==> config.mk <==
export PLATFORM = sky130hd
export DESIGN_NAME = lvds_tx_ctrl_flat
export DESIGN_NICKNAME = d
export VERILOG_FILES = /design/src/rtl/lvds_tx_pkg.sv /design/src/rtl/lvds_tx_ctrl_if.sv /design/src/rtl/lvds_tx_bit_tick.sv /design/src/rtl/lvds_tx_ctrl.sv /design/src/flat_wrapper.sv
export SDC_FILE = /design/constraint.sdc
export NUM_CORES = 1
export LEC_CHECK = 0
export ABC_AREA = 1
export CAP_MARGIN = 20
export CORE_UTILIZATION = 50
export DETAILED_ROUTE_END_ITERATION = 10
export PLACE_DENSITY_LB_ADDON = 0.25
export SYNTH_ARGS = -nofsm -noshare
export SYNTH_HDL_FRONTEND = slang
export SYNTH_SLANG_ARGS = --single-unit
==> constraint.sdc <==
create_clock -name CLK -period 2.6 [get_ports CLK]
set_clock_uncertainty 0.15 [all_clocks]
set_input_delay 0.39 -clock CLK [delete_from_list [all_inputs] [get_ports CLK]]
set_output_delay 0.39 -clock CLK [all_outputs]
set_load 0.05 [all_outputs]
==> src/rtl/lvds_tx_pkg.sv <==
// rtl/lvds_tx_pkg.sv - shared types, constants and helpers for the LVDS transmit controller
//
// Contents:
//   tx_state_e : controller state (DISABLED, SYNC, STREAM, DRAIN)
//   WORD_CNT_W : width of the transmitted-word counter
//   clog2()    : counter width helper, never returns less than 1 bit

package lvds_tx_pkg;

    typedef enum logic [1:0] {
        ST_DISABLED = 2'd0,
        ST_SYNC     = 2'd1,
        ST_STREAM   = 2'd2,
        ST_DRAIN    = 2'd3
    } tx_state_e;

    localparam int WORD_CNT_W = 16;

    // Bits needed to count 0..value-1. A minimum of 1 keeps counters legal
    // when value is 1 (e.g. CLK_DIV=1).
    function automatic int clog2(input int value);
        int w;
        w = 1;
        while ((1 << w) < value) begin
            w = w + 1;
        end
        return w;
    endfunction

endpackage

==> src/rtl/lvds_tx_ctrl_if.sv <==
// rtl/lvds_tx_ctrl_if.sv - word handshake and serial output bundle of the LVDS transmit controller
//
// Signals:
//   ENABLE, DATA, DATA_VALID : producer -> controller
//   DATA_READY               : controller -> producer, holding register free
//   TX_OUT, TX_OE            : serial bit and driver enable for the output buffer
//   BUSY, WORD_CNT           : status
// Modports: master (producer/observer side), slave (controller side).

interface lvds_tx_ctrl_if #(
    parameter int DATA_WIDTH = 8
) ();

    logic                                ENABLE;
    logic [DATA_WIDTH-1:0]               DATA;
    logic                                DATA_VALID;
    logic                                DATA_READY;
    logic                                TX_OUT;
    logic                                TX_OE;
    logic                                BUSY;
    logic [lvds_tx_pkg::WORD_CNT_W-1:0]  WORD_CNT;

    modport master (
        output ENABLE, DATA, DATA_VALID,
        input  DATA_READY, TX_OUT, TX_OE, BUSY, WORD_CNT
    );

    modport slave (
        input  ENABLE, DATA, DATA_VALID,
        output DATA_READY, TX_OUT, TX_OE, BUSY, WORD_CNT
    );

endinterface

==> src/rtl/lvds_tx_bit_tick.sv <==
// rtl/lvds_tx_bit_tick.sv - serial bit prescaler, one tick per CLK_DIV clock cycles
//
// Ports:
//   clk      : system clock
//   rst      : asynchronous active-high reset
//   clr      : synchronous clear, holds the prescaler at 0 and masks the tick
//   bit_tick : high in the last cycle of each serial bit period

module lvds_tx_bit_tick
    import lvds_tx_pkg::*;
#(
    parameter int CLK_DIV = 1
) (
    input  logic clk,
    input  logic rst,
    input  logic clr,
    output logic bit_tick
);

    localparam int               CNT_W = clog2(CLK_DIV);
    localparam logic [CNT_W-1:0] LAST  = CNT_W'(CLK_DIV - 1);

    logic [CNT_W-1:0] cnt_q;
    logic [CNT_W-1:0] cnt_d;

    always_comb begin
        cnt_d = cnt_q;
        if (clr || (cnt_q == LAST)) begin
            cnt_d = '0;
        end else begin
            cnt_d = cnt_q + CNT_W'(1);
        end
    end

    always_ff @(posedge clk or posedge rst) begin
        if (rst) begin
            cnt_q <= '0;
        end else begin
            cnt_q <= cnt_d;
        end
    end

    assign bit_tick = !clr && (cnt_q == LAST);

endmodule

==> src/rtl/lvds_tx_ctrl.sv <==
// rtl/lvds_tx_ctrl.sv - LVDS transmit controller: preamble, MSB-first serialiser, fill and drain
//
// Ports:
//   CLK : system clock, rising edge
//   RST : asynchronous active-high reset
//   bus : lvds_tx_ctrl_if.slave (ENABLE/DATA/DATA_VALID in; DATA_READY,
//         TX_OUT, TX_OE, BUSY, WORD_CNT out)
// A one-deep holding register sits in front of the shift register. Each enable
// session starts with SYNC_REPEAT sync words; idle word slots are filled with
// SYNC_WORD so the link never goes quiet while enabled.

module lvds_tx_ctrl
    import lvds_tx_pkg::*;
#(
    parameter int                    DATA_WIDTH  = 8,
    parameter int                    CLK_DIV     = 1,
    parameter logic [DATA_WIDTH-1:0] SYNC_WORD   = DATA_WIDTH'(8'hBC),
    parameter int                    SYNC_REPEAT = 4
) (
    input  logic         CLK,
    input  logic         RST,
    lvds_tx_ctrl_if.slave bus
);

    localparam int                BIT_W     = clog2(DATA_WIDTH);
    localparam logic [BIT_W-1:0]  LAST_BIT  = BIT_W'(DATA_WIDTH - 1);
    localparam int                SYNC_W    = clog2(SYNC_REPEAT + 1);
    localparam logic [SYNC_W-1:0] SYNC_LAST = SYNC_W'(SYNC_REPEAT);

    tx_state_e               state_q,     state_d;
    logic [DATA_WIDTH-1:0]   shift_q,     shift_d;
    logic [BIT_W-1:0]        bit_cnt_q,   bit_cnt_d;
    logic [DATA_WIDTH-1:0]   hold_q,      hold_d;
    logic                    hold_full_q, hold_full_d;
    logic                    is_data_q,   is_data_d;
    logic [SYNC_W-1:0]       sync_cnt_q,  sync_cnt_d;
    logic                    tx_oe_q,     tx_oe_d;
    logic [WORD_CNT_W-1:0]   word_cnt_q,  word_cnt_d;

    logic bit_tick;
    logic word_end;
    logic data_ready;
    logic accept;
    logic load_hold;
    logic load_sync;
    logic go_off;

    lvds_tx_bit_tick #(
        .CLK_DIV (CLK_DIV)
    ) u_bit_tick (
        .clk      (CLK),
        .rst      (RST),
        .clr      (state_q == ST_DISABLED),
        .bit_tick (bit_tick)
    );

    // Word boundary: the tick that ends the LSB of the word in the shifter.
    assign word_end   = bit_tick && (bit_cnt_q == LAST_BIT);
    assign data_ready = !hold_full_q && ((state_q == ST_SYNC) || (state_q == ST_STREAM));
    assign accept     = bus.DATA_VALID && data_ready;

    always_comb begin
        state_d     = state_q;
        shift_d     = shift_q;
        bit_cnt_d   = bit_cnt_q;
        hold_d      = hold_q;
        hold_full_d = hold_full_q;
        is_data_d   = is_data_q;
        sync_cnt_d  = sync_cnt_q;
        tx_oe_d     = tx_oe_q;
        word_cnt_d  = word_cnt_q;
        load_hold   = 1'b0;
        load_sync   = 1'b0;
        go_off      = 1'b0;

        case (state_q)
            ST_DISABLED: begin
                if (bus.ENABLE) begin
                    state_d    = ST_SYNC;
                    shift_d    = SYNC_WORD;
                    bit_cnt_d  = '0;
                    is_data_d  = 1'b0;
                    sync_cnt_d = SYNC_W'(1);
                    tx_oe_d    = 1'b1;
                end
            end
            ST_SYNC, ST_STREAM: begin
                if (word_end) begin
                    if (!bus.ENABLE) begin
                        // A held word is still owed to the link; send it before stopping.
                        if (hold_full_q) begin
                            load_hold = 1'b1;
                            state_d   = ST_DRAIN;
                        end else begin
                            go_off = 1'b1;
                        end
                    end else if ((state_q == ST_SYNC) && (sync_cnt_q < SYNC_LAST)) begin
                        load_sync  = 1'b1;
                        sync_cnt_d = sync_cnt_q + SYNC_W'(1);
                    end else begin
                        state_d = ST_STREAM;
                        if (hold_full_q) begin
                            load_hold = 1'b1;
                        end else begin
                            load_sync = 1'b1;
                        end
                    end
                end
            end
            ST_DRAIN: begin
                if (word_end) begin
                    go_off = 1'b1;
                end
            end
            default: begin
                go_off = 1'b1;
            end
        endcase

        if (bit_tick && !word_end) begin
            shift_d   = {shift_q[DATA_WIDTH-2:0], 1'b0};
            bit_cnt_d = bit_cnt_q + BIT_W'(1);
        end

        // Only real data words count, and only once their last bit is out.
        if (word_end && is_data_q) begin
            word_cnt_d = word_cnt_q + WORD_CNT_W'(1);
        end

        if (load_hold) begin
            shift_d     = hold_q;
            is_data_d   = 1'b1;
            hold_full_d = 1'b0;
            bit_cnt_d   = '0;
        end

        if (load_sync) begin
            shift_d   = SYNC_WORD;
            is_data_d = 1'b0;
            bit_cnt_d = '0;
        end

        if (go_off) begin
            state_d   = ST_DISABLED;
            shift_d   = '0;
            tx_oe_d   = 1'b0;
            is_data_d = 1'b0;
            bit_cnt_d = '0;
        end

        // A word accepted while the shifter reloads from an empty holding
        // register lands in the holding register; the current slot gets fill.
        if (accept) begin
            hold_d      = bus.DATA;
            hold_full_d = 1'b1;
        end
    end

    always_ff @(posedge CLK or posedge RST) begin
        if (RST) begin
            state_q     <= ST_DISABLED;
            shift_q     <= '0;
            bit_cnt_q   <= '0;
            hold_q      <= '0;
            hold_full_q <= 1'b0;
            is_data_q   <= 1'b0;
            sync_cnt_q  <= '0;
            tx_oe_q     <= 1'b0;
            word_cnt_q  <= '0;
        end else begin
            state_q     <= state_d;
            shift_q     <= shift_d;
            bit_cnt_q   <= bit_cnt_d;
            hold_q      <= hold_d;
            hold_full_q <= hold_full_d;
            is_data_q   <= is_data_d;
            sync_cnt_q  <= sync_cnt_d;
            tx_oe_q     <= tx_oe_d;
            word_cnt_q  <= word_cnt_d;
        end
    end

    // TX_OUT is the shifter MSB, itself a flop; the shifter is zero while disabled.
    assign bus.TX_OUT     = shift_q[DATA_WIDTH-1];
    assign bus.TX_OE      = tx_oe_q;
    assign bus.BUSY       = (state_q != ST_DISABLED);
    assign bus.DATA_READY = data_ready;
    assign bus.WORD_CNT   = word_cnt_q;

endmodule

==> src/flat_wrapper.sv <==
// flat-port wrapper written by rule: the top's interface ports become plain ports
module lvds_tx_ctrl_flat import lvds_tx_pkg::*;
#(
    parameter int                    DATA_WIDTH  = 8,
    parameter int                    CLK_DIV     = 1,
    parameter logic [DATA_WIDTH-1:0] SYNC_WORD   = DATA_WIDTH'(8'hBC),
    parameter int                    SYNC_REPEAT = 4
)
  (CLK, RST, bus_ENABLE, bus_DATA, bus_DATA_VALID, bus_DATA_READY, bus_TX_OUT, bus_TX_OE, bus_BUSY, bus_WORD_CNT);
  lvds_tx_ctrl_if #(.DATA_WIDTH(DATA_WIDTH)) bus_i ();
  input  logic CLK;
  input  logic RST;
  input wire logic [$bits(bus_i.ENABLE)-1:0] bus_ENABLE;
  input wire logic [$bits(bus_i.DATA)-1:0] bus_DATA;
  input wire logic [$bits(bus_i.DATA_VALID)-1:0] bus_DATA_VALID;
  output wire logic [$bits(bus_i.DATA_READY)-1:0] bus_DATA_READY;
  output wire logic [$bits(bus_i.TX_OUT)-1:0] bus_TX_OUT;
  output wire logic [$bits(bus_i.TX_OE)-1:0] bus_TX_OE;
  output wire logic [$bits(bus_i.BUSY)-1:0] bus_BUSY;
  output wire logic [$bits(bus_i.WORD_CNT)-1:0] bus_WORD_CNT;
  assign bus_i.ENABLE = bus_ENABLE;
  assign bus_i.DATA = bus_DATA;
  assign bus_i.DATA_VALID = bus_DATA_VALID;
  assign bus_DATA_READY = bus_i.DATA_READY;
  assign bus_TX_OUT = bus_i.TX_OUT;
  assign bus_TX_OE = bus_i.TX_OE;
  assign bus_BUSY = bus_i.BUSY;
  assign bus_WORD_CNT = bus_i.WORD_CNT;
  lvds_tx_ctrl #(.DATA_WIDTH(DATA_WIDTH), .CLK_DIV(CLK_DIV), .SYNC_WORD(SYNC_WORD), .SYNC_REPEAT(SYNC_REPEAT)) u_core (.CLK(CLK), .RST(RST), .bus(bus_i));
endmodule
==> results.cfg, run 1 <==
[grt]
grt_pass1_wl_um = 7540
grt_overflow = 0
grt.total_usage = 0.191
grt_pass1_vias = 1683
grt_max_degree = 45
antenna_found_initial = 0

[final_layout]
n_antenna_cell = 0
layout_common_cells = 67 x nand2_1, 44 x dfrtp_1, 30 x clkdlybuf4s50_1, 28 x inv_1, 27 x nand3_1
layout-drive-gt1-share = 0.127
final_cell_area_um2 = 2750
area_growth_pct = 19.2
final_net_count = 333
final_cells = 366
final_common_cell = nand2_1
multi_input_area_um2 = 1040
seq_area_um2 = 1100
utilization = 0.628
fill_cells = 396

[clocking]
cts_sinks = 44
h-tree-depth = 2
cts-root-buf = clkbuf_8
cts_tree = yes
insertion_delay_ps = 290
post_cts_resized = 0
numCtsBuffers = 5
clkTransAtPathRegs_ps = 80
cts_buffer_depth = 2
post_cts_buffers = 0
cts_hold_buf = 0

[placement]
place_hpwl_um = 3090
place_area_um2 = 2670
gp_congestion = 0.804
port_buffers = 31
dp.cells = 359

[sta]
rsz0062_at_grt = no
period_minus_slack_ps = 2400
period_share = 0.924
tightest_slew_ps = 566
finalSetupViolCount = 0
maxSlewHeadroom = 0.621
hold_viol = 0
finalMaxSlewViolations = 0
max_freq_mhz = 416
tns_ps = 0

[outcome]
status = completed

[routing]
drtAntennaViolNets = 0
drtPass1Iterations = 4
drc = 0
wl_met1_um = 2210
vias = 1805
viasPerCell = 4.93
wl_met2_um = 1800
highest_layer = met4
avgRoutedWirePerCell_um = 11.4
wirelength_um = 4180
wl_met3_um = 122
drt_iter0_drc = 136

[floorplan]
row_count = 24
die_h_um = 69.9
fp.dieW_um = 69.9
initial_core_util = 0.527
core_um2 = 4380
io_pins = 32
die-area_um2 = 4890

[setup_path]
path_cells = inv_1, ha_1, inv_1, clkdlybuf4s50_1
crit_buf_inv = 3
cp-start-kind = flip-flop
crit_fanout = 4
cpMostUsedCell = inv_1
crit_family = buffers and inverters
cp-end-kind = output pin
critPathMaxStageDelay_ps = 790
cp.arrival_ps = 1860
required_ps = 2060
worstSetupPathType = reg2out
critPathSlowestCell = clkdlybuf4s50_1

[worst_hold_path]
hp-class = reg2reg

[synth]
netlist_area_um2 = 2310
ys_seq_elements = 44
syn_inst = 278
synth_nets = 297
ys_warn_count = 0
syn_avg_cell_area_um2 = 8.30
synth_cell_types = 28
seq_area_frac_synth = 0.477

[job]
drv_cap = 0

[pwr]
power_density_nw_per_um2 = 876
leakage_nw = 1.33
ir_worst_vdd_mv = 0.567
-- final timing paths --
| kind | startpoint | endpoint | slack (ps) | depth (start not counted) |
|---|---|---|---|---|
| worst max-delay path | u_core.state_q[0] | bus_BUSY | 200 | 4 |
| worst min-delay path | u_core.bit_cnt_q[0] | u_core.bit_cnt_q[0] | 330 | 1 |
| worst max register to register | u_core.state_q[0] | u_core.hold_q[1] | 530 | 6 |
| worst min register to register | u_core.bit_cnt_q[0] | u_core.bit_cnt_q[0] | 330 | 1 |
| max in group asynchronous | RST | u_core.bus.WORD_CNT[15] | 1540 | 3 |
| min in group asynchronous | RST | u_core.sync_cnt_q[2] | 390 | 3 |
-- layer usage --
layer  vias to the layer above  global-route usage
met5                         -                   0
met1                       829               0.275
met2                        26               0.293
li1                        946                   -
met3                         4              0.0447
met4                         0              0.0467
-- registers in the layout, summed over array words and instances (netlist names) --
signal                   flops
u_core.u_bit_tick.cnt_q      1
u_core.is_data_q             1
u_core.bus.WORD_CNT         16
u_core.state_q               2
u_core.bus.TX_OE             1
u_core.hold_q                8
u_core.sync_cnt_q            3
u_core.hold_full_q           1
u_core.shift_q               8
u_core.bit_cnt_q             3
-- power by group --
part           switching, W  internal [W]
logic              0.000654      0.000373
registers          0.000104      0.000869
clock network      0.000230      0.000182
total              0.000988       0.00142
-- cell usage after synthesis --
| master | n | area (µm²) |
|---|---|---|
| buf_2 | 2 | 10.0 |
| o211ai_2 | 1 | 12.5 |
| nand2_1 | 67 | 251 |
| buf_4 | 1 | 7.51 |
| nor2_2 | 2 | 12.5 |
| conb_1 | 1 | 3.75 |
| or2_2 | 5 | 31.3 |
| xnor2_1 | 7 | 61.3 |
| ha_1 | 7 | 87.6 |
| dfrtp_1 | 44 | 1100 |
| inv_1 | 29 | 109 |
| mux2_1 | 2 | 22.5 |
| o21ai_0 | 3 | 15.0 |
| inv_2 | 10 | 37.5 |
| nand2_2 | 5 | 31.3 |
| nand3_1 | 27 | 135 |
| nand2_4 | 1 | 11.3 |
| xor2_1 | 4 | 35.0 |
| o21bai_1 | 1 | 7.51 |
| nand3_4 | 1 | 17.5 |
| nor2_8 | 1 | 20.0 |
| a21oi_1 | 9 | 45.0 |
| nor2_4 | 4 | 45.0 |
| nor3_1 | 1 | 5.00 |
| o21ai_1 | 13 | 65.1 |
| nor2_1 | 25 | 93.8 |
| o21ai_2 | 1 | 8.76 |
| nand4_1 | 4 | 25.0 |
-- layout make-up --
type | instances | share of cell area
Inverter | 39 | 0.0532
Tap cell | 52 | 0.0236
Timing Repair Buffer | 32 | 0.115
Clock buffer | 5 | 0.0250
Clock inverter | 2 | 0.00455
Multi-Input combinational cell | 192 | 0.379
Sequential cell | 44 | 0.400
-- through the flow --
step / hold slack (ps) / worst slack (ps) / power (W)
4_1_cts: 331 / 179 / 0.00244
2_1_floorplan: 300 / 439 / 0.00181
5_1_grt: 361 / 111 / 0.00261
6_report: 327 / 197 / 0.00241
3_5_place_dp: 319 / 515 / 0.00203
3_3_place_gp: 318 / 535 / 0.00200
-- cell families (layout without fill, tap and decap cells) --
kind of cell	after synthesis	count (layout)	share of synthesized area
AO/OA/AOI/OAI	28	28	0.0667
adder cells (fa/ha/maj)	7	7	0.0379
buffers and inverters	42	78	0.0710
XOR/XNOR	11	11	0.0417
multiplexers	2	2	0.00976
other	1	1	0.00162
AND/OR/NAND/NOR	143	143	0.294
flip-flops	44	44	0.477
Power figures use the tool's default switching activity.
==> run 2, diff against run 1 <==
Settings changed: CTS_BUF_LIST set to sky130_fd_sc_hd__clkbuf_8, PLACE_DENSITY set to 0.74, PLACE_DENSITY_LB_ADDON 0.25 to unset.
==> run 2 against run 1 <==
Net effect: wire length rose by 6.2%; core utilization increased by 0.68 points; worst setup slack lost 22 ps; combinational power about the same; sequential cell count unchanged; total power is 5.2% higher; clock power grew 28%; critical path type unchanged; largest cell class unchanged; final area up 1.1%.
==> results.cfg, run 2 (same netlist as run 1, synthesis figures left out) <==
[outcome]
status = completed

[sta]
maxSlewHeadroom = 0.608
rsz0062_at_grt = no
tns_ps = 0
max_freq_mhz = 412
finalMaxSlewViolations = 0
hold_viol = 0
whs_ps = 337
period_share = 0.933
finalSetupViolCount = 0
period_minus_slack_ps = 2430
tightest_slew_ps = 587

[floorplan]
row_count = 24
core_um2 = 4380
die-area_um2 = 4890
initial_core_util = 0.527
die_h_um = 69.9
fp.dieW_um = 69.9
io_pins = 32

[pwr]
leakage_nw = 1.35
switching_share = 0.398
p_comb_frac = 0.409
power_density_nw_per_um2 = 912
ir_worst_vdd_mv = 0.620
internal_power_w = 0.00153
pwr-share-seq = 0.383
p_sw_w = 0.00101
clock_power_share = 0.208

[clocking]
numCtsBuffers = 5
cts_tree = yes
cts_buffer_depth = 2
cts-root-buf = clkbuf_8
post_cts_resized = 0
post_cts_buffers = 0
cts_sinks = 44
insertion_delay_ps = 300
clkTransAtPathRegs_ps = 80
cts_hold_buf = 0
h-tree-depth = 2

[routing]
wirelength_um = 4440
drc = 0
vias = 1841
viasPerCell = 5.02
drt_iter0_drc = 141
drtAntennaViolNets = 0
avgRoutedWirePerCell_um = 12.1
drtPass1Iterations = 4

[grt]
grt_max_degree = 45
grt_pass1_vias = 1794
grt_overflow = 0
grt_pass1_wl_um = 7760
grt.total_usage = 0.200
antenna_found_initial = 0

[final_layout]
final_net_count = 333
largest_reg_flops = 16
n_antenna_cell = 0
final_common_cell = nand2_1
layout_common_cells = 67 x nand2_1, 44 x dfrtp_1, 30 x clkdlybuf4s50_1, 28 x inv_1, 27 x nand3_1
area_growth_pct = 20.5
layout-drive-gt1-share = 0.130

[setup_path]
cp-start-kind = flip-flop
worstSetupPathType = reg2out
crit-reg2reg-launch = u_core.state_q[0]
r2r_slack_ps = 540
crit_fanout = 4
cp.arrival_ps = 1890
cpMostUsedCell = inv_1
cp-end-kind = output pin
crit_family = buffers and inverters
timing.rr.end = u_core.hold_q[1]
critPathMaxStageDelay_ps = 790
worst_r2r_path_depth = 6
required_ps = 2060
critPathSlowestCell = clkdlybuf4s50_1
path_depth = 4
path_cells = inv_1, ha_1, inv_1, clkdlybuf4s50_1
crit_buf_inv = 3
crit_start = u_core.state_q[0]

[worst_hold_path]
hp-start = u_core.bit_cnt_q[0]
hp-class = reg2reg
holdPathStages = 1
worstHoldEndpoint = u_core.bit_cnt_q[0]

[placement]
place_hpwl_um = 3130
port_buffers = 31
gp_congestion = 0.829

[job]
drv_cap = 0
run 2: changes by cell type in the layout (fill, tap and decap cells not counted), sizes merged:
cell,delta
bufinv,+1
run 2: routing by layer:
metal	track usage	wire length [µm]	up-vias
met1	0.265	2120	853
met4	0.0600	44	0
met2	0.318	2090	37
li1	-	-	947
met5	0	0	-
met3	0.0592	181	4
run 2: how the worst max path moves through the flow:
stage | endpoint | slack (ps)
finish | bus_BUSY | 170
global route | bus_BUSY | 90
CTS | bus_BUSY | 160
detailed placement | bus_BUSY | 500
global placement | bus_BUSY | 530
floorplan | u_core.hold_q[0] | 440
run 2: stage by stage:
stage / area, µm² / power [W] / setup WS, ps / util / cells
after floorplan: 2310 / 0.00181 / 439 / - / 278
after global placement: 2670 / 0.00200 / 534 / 0.609 / 359
after detailed placement: 2670 / 0.00202 / 497 / 0.609 / 359
after CTS: 2780 / 0.00256 / 164 / 0.635 / 367
after global routing: 2780 / 0.00273 / 94.0 / 0.635 / 367
final: 2780 / 0.00254 / 175 / 0.635 / 367
run 2: cell type report:
cell class,count,area (µm²)
multi-input cells,192,1040
inverters,39,146
clock inverters,3,42.5
fillers,393,1600
repair buffers,32,315
well taps,52,65.1
clock buffers,5,68.8
flip-flops and latches,44,1100
run 2: power groups by stage:
| stage | Sequential (W) | Clock (W) | Combinational, W |
|---|---|---|---|
| 2_1_floorplan | 0.00102 | 0 | 0.000784 |
| 3_3_place_gp | 0.000977 | 0 | 0.00102 |
| 3_5_place_dp | 0.000984 | 0 | 0.00104 |
| 4_1_cts | 0.000971 | 0.000539 | 0.00105 |
| 5_1_grt | 0.000995 | 0.000565 | 0.00117 |
| 6_report | 0.000971 | 0.000528 | 0.00104 |
==> run 3, diff against run 2 <==
Settings changed: CORE_UTILIZATION 50 to 55, PLACE_DENSITY 0.74 to 0.8.
==> run 3 against run 2 <==
Net effect: die area down 8.8%; fmax about the same; combinational power hardly changed; worst hold slack gained 14 ps; clock power decreased by 18%; sequential share of layout area is 0.34 points higher; sequential power barely moved; register-to-register slack worse by 30 ps; via count grew 2.3%; total power down 3.1%.
==> results.cfg, run 3 (same netlist as run 1, synthesis figures left out) <==
[setup_path]
cp-start-kind = flip-flop
cp-end-kind = output pin
r2r_slack_ps = 510
required_ps = 2060
crit_fanout = 4
worstSetupPathType = reg2out
cp.arrival_ps = 1880

[sta]
finalSetupViolCount = 0
finalMaxSlewViolations = 0
period_share = 0.932
tightest_slew_ps = 567
whs_ps = 351
max_freq_mhz = 413
maxSlewHeadroom = 0.621
period_minus_slack_ps = 2420
rsz0062_at_grt = no
hold_viol = 0
tns_ps = 0

[clocking]
cts_tree = yes
clkTransAtPathRegs_ps = 80
post_cts_resized = 0
numCtsBuffers = 5
post_cts_buffers = 0
cts_buffer_depth = 2
cts-root-buf = clkbuf_8
cts_hold_buf = 0
cts_sinks = 44
insertion_delay_ps = 300
h-tree-depth = 2

[floorplan]
die-area_um2 = 4460
fp.dieW_um = 66.8
die_h_um = 66.8
row_count = 23
initial_core_util = 0.573
core_um2 = 4030
io_pins = 32

[final_layout]
n_antenna_cell = 0
final_cells = 365
area_growth_pct = 19.5
final_common_cell = nand2_1
layout_common_cells = 67 x nand2_1, 44 x dfrtp_1, 31 x inv_1, 30 x clkdlybuf4s50_1, 27 x nand3_1
seq_area_um2 = 1100
multi_input_area_um2 = 1040
final_net_count = 333
fill_cells = 325
largest_reg_flops = 16
layout-drive-gt1-share = 0.124

[pwr]
switching_share = 0.409
p_total_w = 0.00246
ir_worst_vdd_mv = 0.590
p_sw_w = 0.00101
power_density_nw_per_um2 = 891
clock_power_share = 0.177
leakage_nw = 1.35
internal_power_w = 0.00145
p_comb_frac = 0.428
pwr-share-seq = 0.395

[grt]
grt_overflow = 0
grt_pass1_wl_um = 7850
grt_max_degree = 45
antenna_found_initial = 0
grt.total_usage = 0.241
grt_pass1_vias = 1784

[routing]
vias = 1884
viasPerCell = 5.16
drc = 0
wirelength_um = 4560
avgRoutedWirePerCell_um = 12.5
drtAntennaViolNets = 0
drt_iter0_drc = 147
drtPass1Iterations = 4

[placement]
dp.cells = 357
port_buffers = 31
gp_congestion = 0.844
place_hpwl_um = 3380

[outcome]
status = completed

[worst_hold_path]
hp-class = reg2reg

[job]
drv_cap = 0
run 3: changes by cell type in the layout (fill, tap and decap cells not counted), sizes merged:
cell      previous run  this run
clkbuf               5         6
inv                 38        41
clkinv               2         0
clkinvlp             1         0
bufinv               1         0
run 3: layer usage:
| metal | GRT usage | part of all wire | vias up |
|---|---|---|---|
| met5 | 0 | 0 | - |
| met4 | 0.112 | 0.018 | 0 |
| met3 | 0.0497 | 0.034 | 8 |
| met2 | 0.395 | 0.50 | 43 |
| met1 | 0.302 | 0.45 | 888 |
| li1 | - | - | 945 |
run 3: stage by stage:
step,worst slack [ps],cell area [µm²],utilization
floorplan,439,2310,-
global placement,534,2670,0.662
detailed placement,496,2670,0.662
global route,81.7,2760,0.685
finish,177,2760,0.685
CTS,161,2760,0.685
run 3: final timing paths:
| check | startpoint | to | cells after the start |
|---|---|---|---|
| worst min register to register | u_core.bit_cnt_q[0] | u_core.bit_cnt_q[0] | 1 |
| worst max-delay path | u_core.state_q[0] | bus_BUSY | 4 |
| worst min-delay path | u_core.bit_cnt_q[0] | u_core.bit_cnt_q[0] | 1 |
| worst max register to register | u_core.state_q[0] | u_core.hold_q[1] | 6 |
| max in group asynchronous | RST | u_core.bus.WORD_CNT[0] | 3 |
| min in group asynchronous | RST | u_core.sync_cnt_q[1] | 3 |
run 3: worst max-delay path, cell delays in order, from the launching register on:
cell and delay, ps:
dfrtp_1 410, inv_1 60, ha_1 260, inv_1 70, clkdlybuf4s50_1 790
run 3: final cells by class:
cell class | instances | share of cell area
Clock inverter | 2 | 0.00272
Inverter | 39 | 0.0531
Multi-Input combinational cell | 192 | 0.378
Timing Repair Buffer | 32 | 0.114
Clock buffer | 6 | 0.0299
Sequential cell | 44 | 0.399
Tap cell | 50 | 0.0227
run 3: power groups by stage:
stage	Combinational [W]	Sequential [W]	Clock, W
floorplan	0.000784	0.00102	0
global placement	0.00102	0.000976	0
detailed placement	0.00106	0.000986	0
CTS	0.00106	0.000973	0.000449
global route	0.00119	0.000994	0.000477
finish	0.00105	0.000972	0.000435
